`src/rtl/riscat_pkg.sv`:
```
// riscat_pkg: shared constants and types for the register-file writeback path.
//   XLEN       - register data width
//   REG_ADDR_W - register address width
//   wb_entry_t - one buffered writeback result {addr, data}
package riscat_pkg;

  localparam int XLEN       = 32;
  localparam int REG_ADDR_W = 5;

  typedef struct packed {
    logic [REG_ADDR_W-1:0] addr;
    logic [XLEN-1:0]       data;
  } wb_entry_t;

endpackage

```
`src/rtl/wb_fifo.sv`:
```
// wb_fifo: small per-source result buffer for the writeback arbiter.
//   clk, reset_n - clock, asynchronous active-low reset
//   push, din    - write din when push && !full
//   pop, dout    - dout is the head, readable combinationally; pop drops it
//   count        - number of stored entries (0..DEPTH)
//   full, empty  - status derived from count
// DEPTH must be a power of two >= 2 so the pointers wrap naturally.
module wb_fifo
  import riscat_pkg::*;
#(
  parameter int DEPTH = 2
) (
  input  logic                     clk,
  input  logic                     reset_n,
  input  logic                     push,
  input  logic                     pop,
  input  wb_entry_t                din,
  output wb_entry_t                dout,
  output logic [$clog2(DEPTH):0]   count,
  output logic                     full,
  output logic                     empty
);

  localparam int PW = $clog2(DEPTH);
  localparam int CW = PW + 1;

  wb_entry_t       mem [DEPTH];
  logic [PW-1:0]   wr_ptr;
  logic [PW-1:0]   rd_ptr;
  logic            do_push;
  logic            do_pop;

  assign full    = (count == CW'(DEPTH));
  assign empty   = (count == '0);
  assign do_push = push && !full;
  assign do_pop  = pop && !empty;
  assign dout    = mem[rd_ptr];

  always_ff @(posedge clk or negedge reset_n) begin
    if (!reset_n) begin
      wr_ptr <= '0;
      rd_ptr <= '0;
      count  <= '0;
    end else begin
      if (do_push) wr_ptr <= wr_ptr + PW'(1);
      if (do_pop)  rd_ptr <= rd_ptr + PW'(1);
      // Simultaneous push and pop leaves the count unchanged.
      case ({do_push, do_pop})
        2'b10:   count <= count + CW'(1);
        2'b01:   count <= count - CW'(1);
        default: count <= count;
      endcase
    end
  end

  // Storage needs no reset: entries are only visible through count.
  always_ff @(posedge clk) begin
    if (do_push) mem[wr_ptr] <= din;
  end

endmodule

```
`src/rtl/writeback_arbiter.sv`:
```
// writeback_arbiter: collects results from NUM_SRC execution units, buffers
// each source in a wb_fifo and drives the single register-file write port,
// choosing one buffered result per cycle in round-robin order.
//   clk, reset_n            - clock, asynchronous active-low reset
//   src_valid/src_ready     - per-source handshake (NUM_SRC bits each)
//   src_addr, src_data      - per-source destination and result, packed
//                             source 0 in the low slice
//   rd_wr_en                - register-file write strobe, one cycle per write
//   reg_wr_addr/reg_wr_data - write address and data (hold when idle)
//   wr_src                  - index of the source being written
//   busy                    - any FIFO non-empty or a write in flight
//
// Handshake: a transfer on source i happens at a rising edge where
// src_valid[i] && src_ready[i]. src_ready[i] depends only on the registered
// FIFO count (not full), never on src_valid or on arbitration. A transfer to
// register x0 completes the handshake but is not buffered.
//
// XLEN and REG_ADDR_W must match riscat_pkg, which fixes the entry layout.
module writeback_arbiter
  import riscat_pkg::*;
#(
  parameter int NUM_SRC    = 2,
  parameter int XLEN       = riscat_pkg::XLEN,
  parameter int REG_ADDR_W = riscat_pkg::REG_ADDR_W,
  parameter int FIFO_DEPTH = 2,
  localparam int SW        = (NUM_SRC > 1) ? $clog2(NUM_SRC) : 1
) (
  input  logic                          clk,
  input  logic                          reset_n,
  input  logic [NUM_SRC-1:0]            src_valid,
  output logic [NUM_SRC-1:0]            src_ready,
  input  logic [NUM_SRC*REG_ADDR_W-1:0] src_addr,
  input  logic [NUM_SRC*XLEN-1:0]       src_data,
  output logic                          rd_wr_en,
  output logic [REG_ADDR_W-1:0]         reg_wr_addr,
  output logic [XLEN-1:0]               reg_wr_data,
  output logic [SW-1:0]                 wr_src,
  output logic                          busy
);

  localparam int CW = $clog2(FIFO_DEPTH) + 1;

  wb_entry_t            head       [NUM_SRC];
  logic [CW-1:0]        fifo_count [NUM_SRC];
  logic [NUM_SRC-1:0]   fifo_full;
  logic [NUM_SRC-1:0]   fifo_empty;
  logic [NUM_SRC-1:0]   push;
  logic [NUM_SRC-1:0]   pop;

  logic [SW-1:0]        last_grant;
  logic [SW-1:0]        cand;
  logic [SW-1:0]        grant_idx;
  logic                 grant_valid;
  wb_entry_t            grant_entry;

  for (genvar g = 0; g < NUM_SRC; g++) begin : g_src
    wb_entry_t din;

    assign din.addr     = src_addr[g*REG_ADDR_W +: REG_ADDR_W];
    assign din.data     = src_data[g*XLEN +: XLEN];
    assign src_ready[g] = !fifo_full[g];
    // x0 writes are swallowed here: accepted but never buffered.
    assign push[g]      = src_valid[g] && src_ready[g] && (din.addr != '0);
    assign pop[g]       = grant_valid && (grant_idx == SW'(g));

    wb_fifo #(
      .DEPTH (FIFO_DEPTH)
    ) u_fifo (
      .clk     (clk),
      .reset_n (reset_n),
      .push    (push[g]),
      .pop     (pop[g]),
      .din     (din),
      .dout    (head[g]),
      .count   (fifo_count[g]),
      .full    (fifo_full[g]),
      .empty   (fifo_empty[g])
    );
  end

  // Round-robin search over non-empty heads, starting just after the last
  // source that was granted. The first hit in that rotated order wins.
  always_comb begin
    grant_valid = 1'b0;
    grant_idx   = '0;
    cand        = '0;
    for (int k = 1; k <= NUM_SRC; k++) begin
      cand = SW'((int'(last_grant) + k) % NUM_SRC);
      if (!grant_valid && !fifo_empty[cand]) begin
        grant_valid = 1'b1;
        grant_idx   = cand;
      end
    end
  end

  assign grant_entry = head[grant_idx];

  always_ff @(posedge clk or negedge reset_n) begin
    if (!reset_n) begin
      rd_wr_en    <= 1'b0;
      reg_wr_addr <= '0;
      reg_wr_data <= '0;
      wr_src      <= '0;
      // Start at the last index so source 0 wins the first arbitration.
      last_grant  <= SW'(NUM_SRC - 1);
    end else begin
      rd_wr_en <= grant_valid;
      if (grant_valid) begin
        reg_wr_addr <= grant_entry.addr;
        reg_wr_data <= grant_entry.data;
        wr_src      <= grant_idx;
        last_grant  <= grant_idx;
      end
    end
  end

  always_comb begin
    busy = rd_wr_en;
    for (int i = 0; i < NUM_SRC; i++) begin
      if (fifo_count[i] != '0) busy = 1'b1;
    end
  end

endmodule

```
`config.mk`:
```
export PLATFORM = sky130hd
export DESIGN_NAME = writeback_arbiter
export DESIGN_NICKNAME = d
export VERILOG_FILES = /design/src/rtl/riscat_pkg.sv /design/src/rtl/wb_fifo.sv /design/src/rtl/writeback_arbiter.sv
export SDC_FILE = /design/constraint.sdc
export NUM_CORES = 1
export LEC_CHECK = 0
export CORE_ASPECT_RATIO = 2
export CORE_MARGIN = 2
export CORE_UTILIZATION = 58
export DETAILED_ROUTE_END_ITERATION = 6
export GPL_TIMING_DRIVEN = 1
export PLACE_DENSITY = 0.85
export REMOVE_ABC_BUFFERS = 1
export SLEW_MARGIN = 20
export SYNTH_ARGS = -nofsm -noshare
export SYNTH_HDL_FRONTEND = slang
export SYNTH_SLANG_ARGS = --single-unit
```
`constraint.sdc`:
```
create_clock -name clk -period 6.2 [get_ports clk]
set_input_delay 1.24 -clock clk [delete_from_list [all_inputs] [get_ports clk]]
set_output_delay 1.24 -clock clk [all_outputs]
set_load 0.02 [all_outputs]
```
== Yosys cells after proc, flatten, opt, wreduce, memory -nomap -nowiden ==
Memory sizes are Yosys's and may differ from the RTL's.
Cells that the tools add are included.

* Bitwise operators: 2
* Order comparisons: 3
* Reductions and logical operators: 24
* Muxes and demuxes: 19
* Add/sub/neg operators: 10
* Equality and inequality tests: 6

{| class="wikitable"
|+ Operator list
! kind !! number
|-
| $mux 37 || 3
|-
| $mux 1 || 14
|-
| $logic_and 1x1->1 || 11
|-
| $reduce_bool 5->1 || 2
|-
| $eq 2x2->1 const B || 4
|-
| $pmux 2 s2 || 2
|-
| $reduce_bool 2->1 || 4
|-
| $add 1x1->1 const B || 6
|-
| $logic_not 1->1 || 5
|-
| $add 2x1->2 const B || 2
|-
| $eq 2x1->1 const B || 2
|-
| $logic_not 2->1 || 2
|-
| $lt 1x2->1 const B || 2
|-
| $sub 2x1->2 const B || 2
|-
| $ge 2x2->1 const B || 1
|-
| $not 1->2 || 1
|-
| $not 1->1 || 1
|}

* Output and inout port bits: 42
* Memories: 2
* Register bits after elaboration: 48
* Logic and storage cells: 77
* Bits in writable memories: 148
* Input bits: 78

{| class="wikitable"
|+ Memory list
! memory !! depth !! width !! read ports !! clocked after Yosys merged registers in !! wr ports !! line !! RTL
|-
| g_src[0].u_fifo.mem || 2 || 37 || 1 || 0 || 1 || wb_fifo.sv:27 || <nowiki>wb_entry_t mem [DEPTH];</nowiki>
|-
| g_src[1].u_fifo.mem || 2 || 37 || 1 || 0 || 1 || wb_fifo.sv:27 ||
|}

== Depth between registers and ports, before layout ==
Gate-level depths: netlist of the first run.

* Depth after elaboration: 11
* Mapped depth: 11
* Mapped depth without buffers: 7

== Cells and area by module ==
A second synthesis of the first run with hierarchy kept.

* Cell total of the unflattened synthesis: 492
* Area total of the unflattened synthesis: 8254.2 µm²

{| class="wikitable"
|+ Modules (own cells, without submodules)
! module !! cells each !! area each (µm²) !! sequential area each (µm²) !! times used
|-
| wb_fifo || 133 || 2949.1 || 2322.2 || 2
|-
| writeback_arbiter || 226 || 2356.0 || 1002.2 || 1
|}

== Least setup slack after synthesis of the first run ==
OpenSTA, ideal clock, no wires.

* Kind: input port to flip-flop
* From: in src_addr[3]
* To: mem g_src[0].u_fifo.mem[0][0] (netlist bit), enable pin
* Data required time: 5.769 ns
* Cell stages on the path: 3
* Path buffers: 0
* Arrival: 3.046 ns
* Library setup time: 0.431 ns
* Path slack: 2.722 ns
* Path through: or4_1 -> o211ai_2 -> nor2_1

* Word-level cells in the longest chain between the ends: 5

{| class="wikitable"
|+ Ends and longest elaborated chain
! item !! line !! RTL
|-
| from (decl) || writeback_arbiter.sv:32 || <nowiki>input logic [NUM_SRC*REG_ADDR_W-1:0] src_addr,</nowiki>
|-
| $reduce_bool 5->1 || writeback_arbiter.sv:63 || <nowiki>assign push[g] = src_valid[g] && src_ready[g] && (din.addr != '0);</nowiki>
|-
| $logic_and 1x1->1 || writeback_arbiter.sv:63 ||
|-
| $logic_and 1x1->1 || wb_fifo.sv:35 || <nowiki>assign do_push = push && !full;</nowiki>
|-
| $mux 1 || wb_fifo.sv:58 || <nowiki>if (do_push) mem[wr_ptr] <= din;</nowiki>
|-
| $mux 1 (not written as such) || wb_fifo.sv:58 ||
|-
| to (decl) || wb_fifo.sv:27 ||
|}

No other way between the ends.

== Worst setup path after layout of the first run ==
* From: reg g_src[0].u_fifo.count[0]
* To: out busy

* Word-level cells in the longest chain between the ends: 3

{| class="wikitable"
|+ Ends and longest elaborated chain
! item !! line !! RTL
|-
| from (decl) || wb_fifo.sv:19 || <nowiki>output logic [$clog2(DEPTH):0] count,</nowiki>
|-
| from (signal assigned) || wb_fifo.sv:49 || <nowiki>2'b10: count <= count + CW'(1);</nowiki>
|-
| from (signal assigned) || wb_fifo.sv:50 || <nowiki>2'b01: count <= count - CW'(1);</nowiki>
|-
| from (signal assigned) || wb_fifo.sv:51 || <nowiki>default: count <= count;</nowiki>
|-
| $reduce_bool 2->1 || writeback_arbiter.sv:120 || <nowiki>if (fifo_count[i] != '0) busy = 1'b1;</nowiki>
|-
| $mux 1 (2 in a row) || writeback_arbiter.sv:120 ||
|-
| to (decl) || writeback_arbiter.sv:38 || <nowiki>output logic busy</nowiki>
|}

No other way between the ends.

==> metrics, run 1 <==
area delta synth->final=24.3%; CTS Buffer Depth=2; # rows=60; # hold bufs at CTS=0; Critical Path AT=3.03 ns; Hold Crit Class=flop to flop; Post-Syn Area=7920 um^2; Iter 0 DRT Violations=376; reg2reg path depth=6; clock-pin slew on the worst setup and hold paths=about 0.070 ns; CTS Sinks=196; crit end category=output pin; delay-heaviest family, CP=simple AND/OR/NAND/NOR gates; Core ar.=about 13000 um^2; final net count=680; Top-Level Pins=120; initial antenna violation count=0; TNS Setup=0 ns; Crit path required time=4.96 ns; post-CTS sizing=0; DRT Wirelength=18300 um; first-pass GRT wire length=between 20000 and 30000 um; global route total overflow=0; synth unique cells=28; Vias=about 4900; # fillers=810; Hold Vio Cnt, Final=0; largest net degree at the start of global routing=just under 50; Finish-stage setup viols=0; WL per Instance=~24 um; layout cell share with drive strength beyond 1=15.0%; max_slew headroom=approximately 34%; Yosys reg bits=about 200; vias in the first global route=5142; critical path class=flop to output pin; DRC=0; Max Cap Viol=0; Synth Warn #=0; RSZ-0062 raised after global routing=no; Clk Latency, worst-skew pair=about 0.43 ns; Initial Utilization=between 50% and 60%; Reg-to-Reg End=g_src[1].u_fifo.count[1]$_DFFE_PN0P_; Static Leak=~3.4 nW; Setup crit end=busy; Final period util=about 70%; PwrDens=approximately 530 nW/um^2; post-DP HPWL=roughly 11000 um; pre-CTS setup slack=around 2.4 ns; post-CTS setup buffers=0; die area=between 10000 and 15000 um^2; status=finished, final reports clean; die width=roughly 87 um; IO buf count=approximately 120; utilization after layout=approximately 74%; Root Buffer=clkbuf_16; GR Util All Layers=around 25%; n_diodes=0; Worst-Margin Slew=between 0.9 and 1 ns; CTS tree=built; max frequency=approximately 230 MHz; CP max stage cell=dfrtp_2; post-route ant nets=0; syn_area_per_cell=around 16 um^2; CTS H-tree lvls=4; fin worst setup slack=just under 2 ns; critical path startpoint category=flop; Final Max Slew Viols=0; VDD IR max=between 0.0003 and 0.0004 V; Seq/Total Area, Yosys=between 70 and 80%; Max stage delay on crit path=around 0.91 ns; routability cong.=a little under 0.8; DR vias/cell=~6.4; crit path buf inv count=1; Critical R2R Launch=g_src[0].u_fifo.count[0]$_DFFE_PN0P_; crit-path cells=or2_2 -> or3_1 -> clkdlybuf4s50_1; die height=~170 um; crit path from=g_src[0].u_fifo.count[0]$_DFFE_PN0P_; First-pass DRT Iterations=6; r2r setup slk=roughly 3.2 ns; skew final=between 0.01 and 0.015 ns; Tmin final=4.27 ns; Crit. path cell count=3; Inserted Clock Buffers=17; Mapped Cells=between 400 and 500; critical path peak fanout=42
[worst min-delay path by stage]
stage / to / startpoint / cells past startpoint / slack (ns)
final: wr_src$_DFFE_PN0N_ / wr_src$_DFFE_PN0N_ / 1 / 0.49
after global routing: wr_src$_DFFE_PN0N_ / wr_src$_DFFE_PN0N_ / 1 / 0.51
after CTS: wr_src$_DFFE_PN0N_ / wr_src$_DFFE_PN0N_ / 1 / 0.49
after detailed placement: wr_src$_DFFE_PN0N_ / wr_src$_DFFE_PN0N_ / 1 / 0.47
after global placement: wr_src$_DFFE_PN0N_ / wr_src$_DFFE_PN0N_ / 1 / 0.47
after floorplan: g_src[0].u_fifo.wr_ptr$_DFFE_PN0P_ / g_src[0].u_fifo.wr_ptr$_DFFE_PN0P_ / 1 / 0.47
[cells by family after synthesis]
| family | after synthesis | synth area share (%) |
|---|---|---|
| AOI/OAI and AO/OA | 80 | 8.32 |
| xor gates and xnor gates | 10 | 1.11 |
| adders and majority gates | 2 | 0.316 |
| and+or+nand+nor | 91 | 6.32 |
| buffers and inverters | 42 | 2.72 |
| muxes | 74 | 9.94 |
| DFF | 196 | 71.3 |
[power breakdown]
group / switching [mW] / total (mW) / internal, mW
Clock: 0.498 / 1.03 / 0.536
Sequential: 0.437 / 2.29 / 1.85
Combinational: 1.01 / 1.91 / 0.904
[cell usage after synthesis]
master | n | area share [%]
dfstp_2 | 1 | 0.33
xor2_1 | 3 | 0.33
xnor2_1 | 7 | 0.77
buf_2 | 15 | 0.95
nor2_1 | 46 | 2.2
edfxtp_1 | 148 | 56
inv_1 | 3 | 0.14
buf_4 | 6 | 0.57
mux2_2 | 37 | 5.3
ha_1 | 2 | 0.32
clkbuf_1 | 15 | 0.71
or4_1 | 2 | 0.19
dfrtp_1 | 47 | 15
nand2b_1 | 2 | 0.16
a21oi_2 | 1 | 0.11
nor3b_1 | 37 | 3.5
a21o_1 | 2 | 0.19
a211oi_1 | 37 | 3.5
buf_6 | 2 | 0.28
mux2i_1 | 37 | 4.7
o211ai_2 | 2 | 0.32
o21ai_2 | 1 | 0.11
or2_2 | 1 | 0.079
a221oi_1 | 37 | 4.1
or2_1 | 1 | 0.079
or3_1 | 1 | 0.079
clkbuf_2 | 1 | 0.063
nand2_1 | 1 | 0.047
[worst reg2reg max path, cell delays in order, from the launching register on]
cell,delay (ns)
dfrtp_2,0.91
or2_2,0.86
a21oi_4,0.33
ha_1,0.35
xnor2_1,0.22
nor2_1,0.10
xor2_1,0.15
[final cells by class]
class	count	area (um^2)	share of cell area, %
flip-flops and latches	196	5650	57.4
multi-input cells	257	2100	21.4
repair buffers	125	1320	13.4
clock buffers	18	439	4.46
well taps	155	194	1.97
clock inverters	14	119	1.21
inverters	3	11.3	0.114
[registers in the layout (all words and copies together), names as in the netlist]
| register | flops |
|---|---|
| g_src.u_fifo.rd_ptr | 2 |
| reg_wr_data | 32 |
| g_src.u_fifo.count | 4 |
| g_src.u_fifo.mem | 148 |
| g_src.u_fifo.wr_ptr | 2 |
| wr_src | 1 |
| reg_wr_addr | 5 |
| last_grant | 1 |
| rd_wr_en | 1 |
[through the flow]
stage / total power [mW] / area [um^2] / instances / hold WS (ns)
after floorplan: 3.31 / 7720 / 456 / 0.468
after global placement: 3.98 / 9150 / 730 / 0.469
after detailed placement: 4.10 / 9150 / 730 / 0.474
after CTS: 5.15 / 9710 / 762 / 0.492
after global routing: 5.45 / 9840 / 768 / 0.511
final: 5.24 / 9840 / 768 / 0.487
[layout by cell type, fill, tap and decap left out, types with 17 or more instances in the layout]
master and instances:
clkbuf_16 17, dfrtp_1 43, nor3b_1 37, clkdlybuf4s50_1 118, mux2_2 37, edfxtp_1 148
a221oi_1 37, nor2_1 41, mux2i_1 37, a211oi_1 37
[metal layers]
metal | wire length (um) | global-route usage (%) | share of wire [%]
met5 | 0 | 0 | 0
met4 | 818 | 13.1 | 4.5
met3 | 941 | 4.67 | 5.1
met2 | 10100 | 42.6 | 55
met1 | 6410 | 29.3 | 35
Power figures use the tool's default switching activity.
==> inputs of run 2 (changes only) <==
--- a/config.mk
+++ b/config.mk
@@ -7,10 +7,10 @@
 export LEC_CHECK = 0
 export CORE_ASPECT_RATIO = 2
 export CORE_MARGIN = 2
-export CORE_UTILIZATION = 58
+export CORE_UTILIZATION = 49
 export DETAILED_ROUTE_END_ITERATION = 6
 export GPL_TIMING_DRIVEN = 1
-export PLACE_DENSITY = 0.85
+export PLACE_DENSITY = 0.76
 export REMOVE_ABC_BUFFERS = 1
 export SLEW_MARGIN = 20
 export SYNTH_ARGS = -nofsm -noshare
==> constraint.sdc (replaced) <==
create_clock -name clk -period 3.6 [get_ports clk]
set_input_delay 0.72 -clock clk [delete_from_list [all_inputs] [get_ports clk]]
set_output_delay 0.72 -clock clk [all_outputs]
set_load 0.02 [all_outputs]
==> metrics, run 2 (synthesis results as in run 1) <==
vias in the first global route=5213 (+1.4%); first-pass GRT wire length=27500 um (+1.7%); # fillers=1188 (+47%); critical path startpoint category=flop; Max Cap Viol=0 (unchanged); TNS Setup=0 ns (unchanged); Clk Latency, worst-skew pair=0.43 ns (about the same); Tmin final=between 3 and 4 ns; global route total overflow=0 (unchanged); post-route ant nets=0 (unchanged); PnR Total Power=8.99 mW (+72%); layout cell share with drive strength beyond 1=15.4% (+0.39 points); GRT Max-Usage Layer=met2; Worst-Margin Slew=1.05 ns (+0.0557 ns); PwrDens=906 nW/um^2 (+70%); post-CTS setup buffers=0 (unchanged); Top-Level Pins=120 (unchanged); status=finished, final reports clean; DRT Wirelength=18200 um (-0.25%); crit end category=output pin; critical path class=flop to output pin; RSZ-0062 raised after global routing=no; post-DP HPWL=11700 um (+9.0%); Crit path required time=2.88 ns (-2.08 ns); GR Layer Usage met2=40.0% (-2.6 points); Multi-input gate area=2100 um^2 (unchanged); die area=17300 um^2 (+18%); GR Util met1=23.3% (-6.1 points); GR Util All Layers=21.7% (-3.2 points); DRC=0 (unchanged); Final period util=between 80% and 90%; routability cong.=0.791 (-0.60%); CTS H-tree lvls=4 (unchanged); VDD IR max=0.000489 V (+42%); reg2reg path depth=5 (-1); commonest non-fill, non-tap cell in the layout=edfxtp_1; area delta synth->final=25.2%; initial antenna violation count=0 (unchanged); Core ar.=15800 um^2 (+18%); max_slew headroom=30.0% (-3.7 points); Critical Path AT=2.42 ns (-0.61 ns); clock-pin slew on the worst setup and hold paths=0.07 ns (about the same); die width=93.9 um (+8.4%); CTS Sinks=196 (unchanged); WL per Instance=22.3 um (-6.3%); critical path peak fanout=38 (-9.5%); top flop regs=g_src.u_fifo.mem: 148 flops, reg_wr_data: 32 flops, reg_wr_addr: 5 flops; DR vias/cell=5.99 (-7.0%); Finish-stage setup viols=0 (unchanged); die height=184 um (+8.6%); Initial Utilization=50.2% (-9.1 points); largest net degree at the start of global routing=46 (-6.1%); Final Max Slew Viols=0 (unchanged); CTS Buffer Depth=2 (unchanged); Root Buffer=clkbuf_16; utilization after layout=62.9% (-11 points); Seq. cell area=5650 um^2 (unchanged); max frequency=roughly 320 MHz; Vias=4897 (-0.93%); First-pass DRT Iterations=5 (-1); # rows=65 (+8.3%); final net count=684 (+0.59%); most frequent cells in the layout=edfxtp_1, clkdlybuf4s50_1, dfrtp_1; # hold bufs at CTS=0 (unchanged); CTS tree=built; post-CTS sizing=0 (unchanged); skew final=0.00834 ns (-0.00204 ns); n_diodes=0 (unchanged); Static Leak=3.46 nW (+0.47%); largest reg by FF count=g_src.u_fifo.mem; Global Route met3 Usage=3.61% (-1.1 points); Iter 0 DRT Violations=283 (-25%); Hold Crit Class=primary input to asynchronous set/reset pin; IO buf count=119 (unchanged); Inserted Clock Buffers=17 (unchanged); Hold Vio Cnt, Final=0 (unchanged); Largest register FFs=148 (unchanged)
==> run 2: report_power, final <==
| part | internal, mW | switching (mW) | leakage (nW) |
|---|---|---|---|
| clock network | 0.974 | 0.847 | 0.282 |
| registers | 3.19 | 0.572 | 1.92 |
| logic | 1.53 | 1.87 | 1.26 |
==> run 2: metrics by stage <==
stage	area [um^2]	setup slack, ns	instances	hold slack [ns]
6_report	9920	0.462	818	0.291
5_1_grt	9920	0.402	818	0.337
4_1_cts	9910	0.450	818	0.520
3_5_place_dp	9340	0.686	786	0.506
3_3_place_gp	9290	0.696	784	0.494
2_1_floorplan	7720	0.105	456	0.424
==> run 2: worst max-delay path, cell delays in order, from the launching register on <==
cell and delay [ns]:
dfrtp_1 0.43, or2_2 0.32, buf_4 0.29, or3_1 0.40
clkdlybuf4s50_1 0.54
==> run 2: routing by layer <==
layer	vias up	wire, um	share of wire, %
met5	-	0	0
met2	206	10400	57
li1	2152	-	-
met1	2483	6230	34
met4	0	790	4.3
met3	56	871	4.8
==> run 2: path summary, 6_finish.rpt <==
check                                                      from                                    to  slack, ns
max                        g_src[1].u_fifo.count[0]$_DFFE_PN0P_                                  busy       0.46
min                                                     reset_n           reg_wr_data[15]$_DFFE_PN0N_       0.29
max reg2reg                g_src[0].u_fifo.count[0]$_DFFE_PN0P_            reg_wr_data[9]$_DFFE_PN0N_       1.28
min reg2reg                g_src[1].u_fifo.count[1]$_DFFE_PN0P_  g_src[1].u_fifo.count[1]$_DFFE_PN0P_       0.54
max in group asynchronous                               reset_n            reg_wr_addr[2]$_DFFE_PN0N_       2.76
min in group clk           g_src[1].u_fifo.count[1]$_DFFE_PN0P_  g_src[1].u_fifo.count[1]$_DFFE_PN0P_       0.54
==> run 2: area by class of cell <==
| type | instances | share of cell area (%) |
|---|---|---|
| clock inverters | 15 | 1.53 |
| well taps | 201 | 2.54 |
| multi-input cells | 257 | 21.2 |
| clock buffers | 17 | 4.29 |
| flip-flops and latches | 196 | 57.0 |
| inverters | 3 | 0.114 |
| repair buffers | 129 | 13.3 |
==> inputs of run 3 (changes only) <==
--- a/config.mk
+++ b/config.mk
@@ -7,11 +7,12 @@
 export LEC_CHECK = 0
 export CORE_ASPECT_RATIO = 2
 export CORE_MARGIN = 2
-export CORE_UTILIZATION = 49
+export CORE_UTILIZATION = 54
 export DETAILED_ROUTE_END_ITERATION = 6
 export GPL_TIMING_DRIVEN = 1
-export PLACE_DENSITY = 0.76
+export PLACE_DENSITY = 0.8
 export REMOVE_ABC_BUFFERS = 1
+export SETUP_SLACK_MARGIN = 0.3
 export SLEW_MARGIN = 20
 export SYNTH_ARGS = -nofsm -noshare
 export SYNTH_HDL_FRONTEND = slang
==> constraint.sdc (replaced) <==
create_clock -name clk -period 2.9 [get_ports clk]
set_input_delay 0.58 -clock clk [delete_from_list [all_inputs] [get_ports clk]]
set_output_delay 0.58 -clock clk [all_outputs]
set_load 0.02 [all_outputs]
==> metrics, run 3 (synthesis results as in run 1) <==
RSZ-0062 raised after global routing=no; TNS Setup=0 ns (unchanged); Hold Crit Class=primary input to asynchronous set/reset pin; global route total overflow=0 (unchanged); Static Leak=3.54 nW (+2.2%); PnR Total Power=11.5 mW (+28%); largest reg by FF count=g_src.u_fifo.mem; VDD IR max=0.000578 V (+18%); Largest register FFs=148 (unchanged); Iter 0 DRT Violations=360 (+27%); commonest non-fill, non-tap cell in the layout=edfxtp_1; die area=15700 um^2 (-9.0%); vias in the first global route=5490 (+5.3%); initial antenna violation count=0 (unchanged); post-route ant nets=0 (unchanged); most frequent cells in the layout=edfxtp_1, clkdlybuf4s50_1, dfrtp_1; top flop regs=g_src.u_fifo.mem: 148 flops, reg_wr_data: 32 flops, reg_wr_addr: 5 flops; IO buf count=119 (unchanged); utilization after layout=70.1% (+7.2 points); first-pass GRT wire length=28000 um (+1.9%); Max Cap Viol=0 (unchanged); critical path startpoint category=flop; Root Buffer=clkbuf_16; CTS Buffer Depth=2 (unchanged); Vias=4994 (+2.0%); post-DP HPWL=11700 um (+0.64%); DRT Wirelength=18700 um (+2.3%); Met3 Routed Length=1030 um (+18%); n_diodes=0 (unchanged); status=finished, final reports clean; met2 wire len=10400 um (+0.51%); largest net degree at the start of global routing=41 (-11%); Clk Latency, worst-skew pair=0.43 ns (about the same); Finish-stage setup viols=0 (unchanged); Final period util=84.4%; fin worst setup slack=0.451 ns (-0.0104 ns); PwrDens=1150 nW/um^2 (+26%); Critical R2R Launch=g_src[0].u_fifo.count[1]$_DFFE_PN0P_; die width=89.6 um (-4.5%); Worst-Margin Slew=0.837 ns (-0.210 ns); critical path peak fanout=5 (-87%); First-pass DRT Iterations=5 (unchanged); wl on met1=6450 um (+3.5%); crit path from=g_src[1].u_fifo.count[0]$_DFFE_PN0P_; Inserted Clock Buffers=17 (unchanged); Core ar.=14400 um^2 (-9.0%); Critical Path AT=1.87 ns (-0.55 ns); final net count=693 (+1.3%); layout cell share with drive strength beyond 1=16.8% (+1.4 points); critical path class=flop to output pin; CTS tree=built; Tmin final=roughly 2.4 ns; Hold Vio Cnt, Final=0 (unchanged); reg2reg path depth=6 (+1); # hold bufs at CTS=0 (unchanged); area delta synth->final=27.0%; Max Used Layer=met4; CTS H-tree lvls=4 (unchanged); pre-CTS setup slack=-0.0151 ns (-0.701 ns); Reg-to-Reg End=reg_wr_data[28]$_DFFE_PN0N_; DRC=0 (unchanged); final hold slack=0.0806 ns (-0.210 ns); Final Max Slew Viols=0 (unchanged); GR Util All Layers=24.4% (+2.6 points); WL per Instance=22.8 um (+2.3%); die height=175 um (-4.6%); Top-Level Pins=120 (unchanged); max frequency=408 MHz; skew final=0.00905 ns (+0.000704 ns); Crit path required time=2.32 ns (-0.56 ns); Initial Utilization=55.2% (+5.0 points); routability cong.=0.797 (+0.77%); crit end category=output pin; # rows=62 (-4.6%); max_slew headroom=44.2% (+14 points); DR vias/cell=6.11 (+2.0%); clock-pin slew on the worst setup and hold paths=0.07 ns (about the same); r2r setup slk=0.78 ns (-0.50 ns); CTS Sinks=196 (unchanged)
[run 3: changes by cell type in the layout (fill, tap and decap cells not counted), moves of 2 or more]
cell       delta
clkinv_2      -2
buf_16        +3
buf_12        -2
buf_4         +7
bufinv_16     +2
[run 3: worst max path at each step]
stage                                           end  slack (ns)  depth (start not counted)
2_1_floorplan   g_src[0].u_fifo.mem[0][0]$_DFFE_PP_       -0.59                          3
3_3_place_gp   g_src[1].u_fifo.mem[0][13]$_DFFE_PP_        0.08                          4
3_5_place_dp   g_src[1].u_fifo.mem[1][11]$_DFFE_PP_       -0.02                          4
4_1_cts         g_src[1].u_fifo.mem[0][3]$_DFFE_PP_        0.42                          4
5_1_grt                                        busy        0.39                          3
6_report                                       busy        0.45                          3
[run 3: area by class of cell]
class | instances | area (um^2)
clock buffers | 18 | 439
fillers | 924 | 4290
inverters | 3 | 11.3
multi-input cells | 257 | 2100
repair buffers | 138 | 1420
flip-flops and latches | 196 | 5650
clock inverters | 14 | 190
well taps | 192 | 240
[run 3: critical path, stage by stage, from the launching register on]
cell and delay (ns):
dfrtp_1 0.43, or2_2 0.34, or3_1 0.35, dlygate4sd2_1 0.33
[run 3: report_power, final]
group | internal, mW | switching (mW) | total, mW
registers | 3.96 | 0.533 | 4.50
logic | 2.01 | 2.56 | 4.58
clock network | 1.41 | 1.04 | 2.44
total | 7.38 | 4.13 | 11.5
[run 3: metrics by stage]
step                      std cells  cell area, um^2
after global routing            818            10100
after floorplan                 456             7720
after detailed placement        782             9340
final                           818            10100
after global placement          781             9310
after CTS                       815             9970
[run 3: what timing repair did]
action / in CTS / in global routing
buffers inserted: 1 / 0
resized for setup: 1 / 0
endpoints found under the hold margin: 0 / 0
endpoints found under the setup margin: 1 / 0
[run 3: layer usage]
metal,vias up,global-route usage [%]
met4,0,13.9
met2,247,41.9
met5,-,0
met3,59,4.56
li1,2178,-
met1,2510,27.3
